[src/rtl/video_timing_pkg.sv]
// Shared mode encodings, colour-bar palettes and timing-bound arithmetic for the video timing path.
// Pure definitions; no logic, latency or flow control here.
package video_timing_pkg;

  localparam int unsigned CNT_W = 16;

  typedef enum logic [1:0] {
    MODE_STREAM = 2'd0,
    MODE_BARS   = 2'd1,
    MODE_SOLID  = 2'd2,
    MODE_RSVD   = 2'd3
  } mode_e;

  typedef struct packed {
    int unsigned h_total;
    int unsigned hs_start;
    int unsigned hs_end;
    int unsigned v_total;
    int unsigned vs_start;
    int unsigned vs_end;
  } timing_t;

  // Bar order: white, yellow, cyan, green, magenta, red, blue, black
  localparam logic [15:0] BAR_RGB565 [8] = '{
    16'hFFFF, 16'hFFE0, 16'h07FF, 16'h07E0, 16'hF81F, 16'hF800, 16'h001F, 16'h0000
  };
  localparam logic [23:0] BAR_RGB888 [8] = '{
    24'hFFFFFF, 24'hFFFF00, 24'h00FFFF, 24'h00FF00,
    24'hFF00FF, 24'hFF0000, 24'h0000FF, 24'h000000
  };

  function automatic timing_t calc_timing(
    input int unsigned h_act, input int unsigned h_fp, input int unsigned h_sync,
    input int unsigned h_bp, input int unsigned v_act, input int unsigned v_fp,
    input int unsigned v_sync, input int unsigned v_bp
  );
    timing_t t;
    t.h_total  = h_act + h_fp + h_sync + h_bp;
    t.hs_start = h_act + h_fp;
    t.hs_end   = h_act + h_fp + h_sync;
    t.v_total  = v_act + v_fp + v_sync + v_bp;
    t.vs_start = v_act + v_fp;
    t.vs_end   = v_act + v_fp + v_sync;
    return t;
  endfunction

  function automatic logic [23:0] bar_color(input logic [2:0] idx, input int unsigned data_w);
    return (data_w == 24) ? BAR_RGB888[idx] : {8'h00, BAR_RGB565[idx]};
  endfunction

endpackage

[src/rtl/video_sync_counter.sv]
// Free-running h/v raster counters with combinational active/sync window decodes (stage 0).
// Decodes are same-cycle as the counters; no backpressure, the raster never stalls.
module video_sync_counter
  import video_timing_pkg::*;
#(
  parameter int unsigned H_ACTIVE = 800,
  parameter int unsigned H_FP     = 40,
  parameter int unsigned H_SYNC   = 128,
  parameter int unsigned H_BP     = 88,
  parameter int unsigned V_ACTIVE = 600,
  parameter int unsigned V_FP     = 1,
  parameter int unsigned V_SYNC   = 4,
  parameter int unsigned V_BP     = 23
) (
  input  logic             clk_i,
  input  logic             rst_i,
  output logic [CNT_W-1:0] h_cnt_o,
  output logic [CNT_W-1:0] v_cnt_o,
  output logic             de_pre_o,
  output logic             hs_pre_o,
  output logic             vs_pre_o
);

  localparam timing_t T = calc_timing(H_ACTIVE, H_FP, H_SYNC, H_BP,
                                      V_ACTIVE, V_FP, V_SYNC, V_BP);

  localparam logic [CNT_W-1:0] H_LAST   = CNT_W'(T.h_total - 1);
  localparam logic [CNT_W-1:0] V_LAST   = CNT_W'(T.v_total - 1);
  localparam logic [CNT_W-1:0] H_ACT    = CNT_W'(H_ACTIVE);
  localparam logic [CNT_W-1:0] V_ACT    = CNT_W'(V_ACTIVE);
  localparam logic [CNT_W-1:0] HS_START = CNT_W'(T.hs_start);
  localparam logic [CNT_W-1:0] HS_END   = CNT_W'(T.hs_end);
  localparam logic [CNT_W-1:0] VS_START = CNT_W'(T.vs_start);
  localparam logic [CNT_W-1:0] VS_END   = CNT_W'(T.vs_end);

  logic [CNT_W-1:0] h_cnt_q, h_cnt_d;
  logic [CNT_W-1:0] v_cnt_q, v_cnt_d;

  always_comb begin
    h_cnt_d = h_cnt_q + 1'b1;
    v_cnt_d = v_cnt_q;
    if (h_cnt_q == H_LAST) begin
      h_cnt_d = '0;
      v_cnt_d = (v_cnt_q == V_LAST) ? '0 : v_cnt_q + 1'b1;
    end
  end

  always_ff @(posedge clk_i) begin
    if (rst_i) begin
      h_cnt_q <= '0;
      v_cnt_q <= '0;
    end else begin
      h_cnt_q <= h_cnt_d;
      v_cnt_q <= v_cnt_d;
    end
  end

  assign h_cnt_o  = h_cnt_q;
  assign v_cnt_o  = v_cnt_q;
  assign de_pre_o = (h_cnt_q < H_ACT) && (v_cnt_q < V_ACT);
  // Vertical window keys off v_cnt alone, so vs only ever moves when h_cnt wraps to 0.
  assign hs_pre_o = (h_cnt_q >= HS_START) && (h_cnt_q < HS_END);
  assign vs_pre_o = (v_cnt_q >= VS_START) && (v_cnt_q < VS_END);

endmodule

[src/rtl/video_timing_stream.sv]
// Programmable video timing with per-frame pixel source (FIFO stream, colour bars, solid colour).
// All outputs lag the raster counters by 1 clock; an empty FIFO never stalls timing, it emits black and is counted.
module video_timing_stream
  import video_timing_pkg::*;
#(
  parameter int unsigned DATA_W   = 16,
  parameter int unsigned H_ACTIVE = 800,
  parameter int unsigned H_FP     = 40,
  parameter int unsigned H_SYNC   = 128,
  parameter int unsigned H_BP     = 88,
  parameter int unsigned V_ACTIVE = 600,
  parameter int unsigned V_FP     = 1,
  parameter int unsigned V_SYNC   = 4,
  parameter int unsigned V_BP     = 23,
  parameter logic        HS_POL   = 1'b1,
  parameter logic        VS_POL   = 1'b1
) (
  input  logic              video_clk,
  input  logic              rst,
  input  logic [1:0]        mode,
  input  logic [DATA_W-1:0] solid_color,
  output logic              fifo_rd_en,
  input  logic [DATA_W-1:0] fifo_rd_data,
  input  logic              fifo_empty,
  output logic              frame_req,
  output logic [15:0]       underflow_cnt,
  output logic              hs,
  output logic              vs,
  output logic              de,
  output logic [DATA_W-1:0] vout_data
);

  localparam int unsigned BAR_W = H_ACTIVE / 8;

  logic [CNT_W-1:0]  h_cnt, v_cnt;
  logic              de_pre, hs_pre, vs_pre;

  mode_e             mode_q, mode_eff;
  logic [DATA_W-1:0] solid_q, solid_eff;
  logic [DATA_W-1:0] pix_d, pix_q;
  logic [15:0]       uf_d, uf_q;
  logic              hs_d, vs_d;
  logic              rd_q, de_q, hs_q, vs_q, frame_req_q;
  logic              frame_start, vblank_start, stream_px;
  int unsigned       bar_div;
  logic [2:0]        bar_idx;

  video_sync_counter #(
    .H_ACTIVE (H_ACTIVE), .H_FP (H_FP), .H_SYNC (H_SYNC), .H_BP (H_BP),
    .V_ACTIVE (V_ACTIVE), .V_FP (V_FP), .V_SYNC (V_SYNC), .V_BP (V_BP)
  ) u_sync (
    .clk_i    (video_clk),
    .rst_i    (rst),
    .h_cnt_o  (h_cnt),
    .v_cnt_o  (v_cnt),
    .de_pre_o (de_pre),
    .hs_pre_o (hs_pre),
    .vs_pre_o (vs_pre)
  );

  always_comb begin
    frame_start  = (h_cnt == '0) && (v_cnt == '0);
    vblank_start = (h_cnt == '0) && (v_cnt == CNT_W'(V_ACTIVE));
    // The first pixel of a frame already belongs to the newly sampled mode.
    mode_eff     = frame_start ? mode_e'(mode) : mode_q;
    solid_eff    = frame_start ? solid_color : solid_q;

    bar_div = 32'(h_cnt) / BAR_W;
    bar_idx = (bar_div > 32'd7) ? 3'd7 : bar_div[2:0];

    stream_px  = de_pre && (mode_eff == MODE_STREAM);
    fifo_rd_en = stream_px && !fifo_empty && !rst;

    uf_d = uf_q;
    if (stream_px && fifo_empty && (uf_q != 16'hFFFF)) begin
      uf_d = uf_q + 16'd1;
    end

    pix_d = '0;
    if (de_pre) begin
      case (mode_eff)
        MODE_BARS:  pix_d = DATA_W'(bar_color(bar_idx, DATA_W));
        MODE_SOLID: pix_d = solid_eff;
        default:    pix_d = '0;
      endcase
    end

    hs_d = hs_pre ? HS_POL : !HS_POL;
    vs_d = vs_pre ? VS_POL : !VS_POL;
  end

  always_ff @(posedge video_clk) begin
    if (rst) begin
      mode_q      <= MODE_STREAM;
      solid_q     <= '0;
      uf_q        <= '0;
      pix_q       <= '0;
      rd_q        <= 1'b0;
      de_q        <= 1'b0;
      hs_q        <= !HS_POL;
      vs_q        <= !VS_POL;
      frame_req_q <= 1'b0;
    end else begin
      if (frame_start) begin
        mode_q  <= mode_eff;
        solid_q <= solid_color;
      end
      uf_q        <= uf_d;
      pix_q       <= pix_d;
      rd_q        <= fifo_rd_en;
      de_q        <= de_pre;
      hs_q        <= hs_d;
      vs_q        <= vs_d;
      frame_req_q <= vblank_start;
    end
  end

  // The FIFO's 1-cycle read latency acts as the output register for streamed pixels.
  assign vout_data     = rd_q ? fifo_rd_data : pix_q;
  assign de            = de_q;
  assign hs            = hs_q;
  assign vs            = vs_q;
  assign frame_req     = frame_req_q;
  assign underflow_cnt = uf_q;

endmodule
[config.mk]
export PLATFORM = sky130hd
export DESIGN_NAME = video_timing_stream
export DESIGN_NICKNAME = d
export VERILOG_FILES = /design/src/rtl/video_timing_pkg.sv /design/src/rtl/video_sync_counter.sv /design/src/rtl/video_timing_stream.sv
export SDC_FILE = /design/constraint.sdc
export NUM_CORES = 1
export LEC_CHECK = 0
export ABC_AREA = 1
export ABC_CLOCK_PERIOD_IN_PS = 5300
export CELL_PAD_IN_SITES_DETAIL_PLACEMENT = 1
export CELL_PAD_IN_SITES_GLOBAL_PLACEMENT = 1
export CORE_ASPECT_RATIO = 0.8
export CORE_UTILIZATION = 36
export CTS_CLUSTER_DIAMETER = 40
export DETAILED_ROUTE_END_ITERATION = 7
export GPL_ROUTABILITY_DRIVEN = 0
export PLACE_DENSITY_LB_ADDON = 0.12
export SLEW_MARGIN = 0
export SYNTH_ARGS = -nofsm -noshare
export SYNTH_HDL_FRONTEND = slang
export SYNTH_SLANG_ARGS = --single-unit
[constraint.sdc]
create_clock -name video_clk -period 5.3 [get_ports video_clk]
set_input_delay 1.06 -clock video_clk [delete_from_list [all_inputs] [get_ports video_clk]]
set_output_delay 1.06 -clock video_clk [all_outputs]
set_load 0.005 [all_outputs]
==> impl_results.md <==
* Inserted Clock Buffers at 9
* Hold Violations, Final at 0
* Crit start category: flop
* Crit Path Class: reg2reg
* H-tree depth at 3
* Die H at 116 um
* Cell family with most CP delay: simple AND/OR/NAND/NOR gates
* Post-route ant nets at 0
* R2R cell count at 43
* Max-Cap Viols at 0
* Hold_buf cts at 0
* Asr flop ratio synth at 0%
* Count of cell types in the netlist at 54
* Number of buffers and inverters on the critical path at 3
* Worst Hold Depth at 2
* Hold EP: solid_q[13]
* Setup TNS at -2.61 ns
* Max transition margin at 49.9%
* FF-to-FF End: pix_q[4]
* Synth top area share at 29.7%
* Antenna diodes at 0
* Final worst slack at -0.309 ns
* Clock Latency Late Sink at 0.34 ns
* Post-Syn Area per Cell at 6.67 um2
* Failing checks: negative setup slack
* Share of cells above drive strength 1 at 22.3%
* Comb power frac at 14.8%
* Most frequent CP cell: nand2_2
* Pwr Total at 1.52 mW
* P_int at 1.12 mW
* Clock share of power at 39.2%
* Vias in the first global route at 5961
* Final net count at 1047
* Maximum clock path buffer count at 2
* Prevailing post-synth register cell: dfxtp_1
* Commonest cells after routing, fill and taps aside: nand2_1 (203), inv_1 (99), dfxtp_1 (84), clkdlybuf4s50_1 (73), nor2_1 (72)
* Worst hold start: solid_q[13]
* Peak supply drop at 0.153 mV
* Critical Path RT at 5.55 ns
* CP max stage cell: dfxtp_2
* Total global routing overflow at 0
* Setup crit start: u_sync.h_cnt_o[12]
* Clock tree sinks at 87
* Tcrit/Tclk final at 106%
* PortBufs at 73
* Worst Path Arrival at 5.86 ns
* Pin count of the biggest net entering global routing at 37
* Layout area overhead at 33.1%
* DR WL/cell at 14.7 um
* Ys Warns at 0
* Drt first pass iters at 5
* # IOs at 74
* Die width at 145 um
* 1st-iter DRT viols at 222
* Synth Register Bits at 87
* Clock transition at the registers of the reported paths at 0.07 ns
* Std cell rows at 41
* Pwr dens at 195 nW/um2
* Initial antenna violation count at 0
* Total number of vias at 6059
* R2r startpoint: u_sync.h_cnt_o[12]
* R2R setup slack at -0.31 ns
* Pleak at 3.46 nW
* Mapped cell area at 5860 um2
* Top cells by area in the synthesized netlist: dfxtp_1 (30%), nand2_1 (15%), inv_1 (6.5%)
* Fin. max-slew vios at 0
* Root buffer cell: clkbuf_16
* Largest stage delay, worst path at 0.33 ns
* Worst min path class: reg2reg
* Post-synth EDFFs at 0
* Switch share at 26.7%
* Area leader, netlist: dfxtp_1
* Placed cell areas at 6990 um2
* HPWL after detailed placement at 13200 um
* Worst-margin pin slew at 0.750 ns
* Initial core utilization at 37.0%
* Worst Path Max Fanout at 7
* RSZ-0062 raised after global routing: true
* Register area share after synthesis at 29.7%
* Hold slack final at 0.473 ns
* CTS tree: built
* Via density at 4.97
* P_sw at 406 uW
* First-pass GRT wire length at 29400 um
* Final wirelength at 17900 um
* Achievable frequency at 178 MHz
* Synthesized instance count at 879
* Worst setup EP type: flop
* DRC at 0
* Total Routing Usage GR at 22.0%
* Status: finished, violations left
* Final instance area at 7800 um2
* Final setup viols at 10
* Clock Skews at 0.00801 ns
* Synthesized Nets at 927
* Core area at 15900 um2
* Part of the power in registers at 46.0%
* Final Critical Period at 5.61 ns
* Commonest non-fill, non-tap cell in the layout: nand2_1
* Pre-CTS setup slack at -0.296 ns
* Die ar. at 16800 um2
## stage by stage
| stage | util (%) | cells |
|---|---|---|
| after floorplan | - | 879 |
| after global placement | 44.1 | 1176 |
| after detailed placement | 44.1 | 1176 |
| after CTS | 48.3 | 1212 |
| after global routing | 49.2 | 1219 |
| final | 49.2 | 1219 |
## kinds of logic after synthesis
group,synth area share (%)
mux,3.07
fa+ha+maj,2.35
flops,29.7
buf+inv,8.88
simple gates,44.8
compound gates,10.0
xor+xnor,1.20
## worst reg2reg max path, delay by kind of cell, from the launching register on
family,cells,cell delay [ns]
AOI/OAI and AO/OA,3,0.53
DFF,1,0.33
adders and majority gates,1,0.25
and+or+nand+nor,36,3.96
buffers and inverters,3,0.44
## Yosys cell counts, types with 2 or more instances
master and number:
nand2_1 227, inv_1 101, dfxtp_1 87, nor2_1 76, a21oi_1 63, nand3_1 57, nor3_1 32, nand4_1 29
nand2_2 23, clkbuf_1 16, mux2_2 16, o21ai_0 14, nand3_2 13, ha_1 11, inv_2 11, nor4_1 10
nor2_4 9, nand2_4 8, nor3b_1 8, nor2_2 6, xor2_1 6, nand3b_1 5, o21ai_1 5, nand3_4 4
o211ai_1 4, and3_1 3, nand4_2 3, a31oi_1 2, buf_2 2, o21a_1 2, o22ai_1 2, xnor2_1 2
## cell type report
type	instances	area, um2
timing repair buffer	129	1170
sequential	87	1750
fill	2027	8050
clock inverter	6	46.3
multi-input combinational	657	3910
inverter	115	438
clock buffer	10	229
tap	215	269
## timing repair
item	4_1_cts	5_1_grt
pin swaps	46	29
setup buffers	20	7
endpoints found under the setup margin	10	16
gates resized for setup	52	25
endpoints found under the hold margin	0	0
## power by group through the flow
stage	Sequential [mW]	Clock, mW	Combinational, mW
finish	0.700	0.596	0.226
global route	0.703	0.637	0.255
CTS	0.700	0.617	0.227
detailed placement	0.715	0	0.222
global placement	0.714	0	0.218
floorplan	0.706	0	0.120
## metal layers
layer	track usage [%]	vias up	share of wire, %
met3	3.40	8	2.5
met5	0	-	0
met4	3.58	0	0.56
li1	-	3135	-
met1	31.7	2852	53
met2	35.1	64	44
## how the worst max path moves through the flow
stage	end	slack, ns	depth (start not counted)
finish	pix_q[4]	-0.31	43
global route	pix_q[4]	-0.75	46
CTS	pix_q[2]	-0.23	47
detailed placement	pix_q[2]	-0.30	44
global placement	pix_q[3]	-0.11	48
floorplan	pix_q[0]	0.23	49
## sequential cells by signal, summed over array words and instances (netlist names)
signal	flops
mode_q	2
pix_q	16
u_sync.h_cnt_o	16
vs	1
u_sync.v_cnt_o	16
underflow_cnt	16
hs	1
de	1
frame_req	1
solid_q	16
rd_q	1
Power figures use the tool's default switching activity.
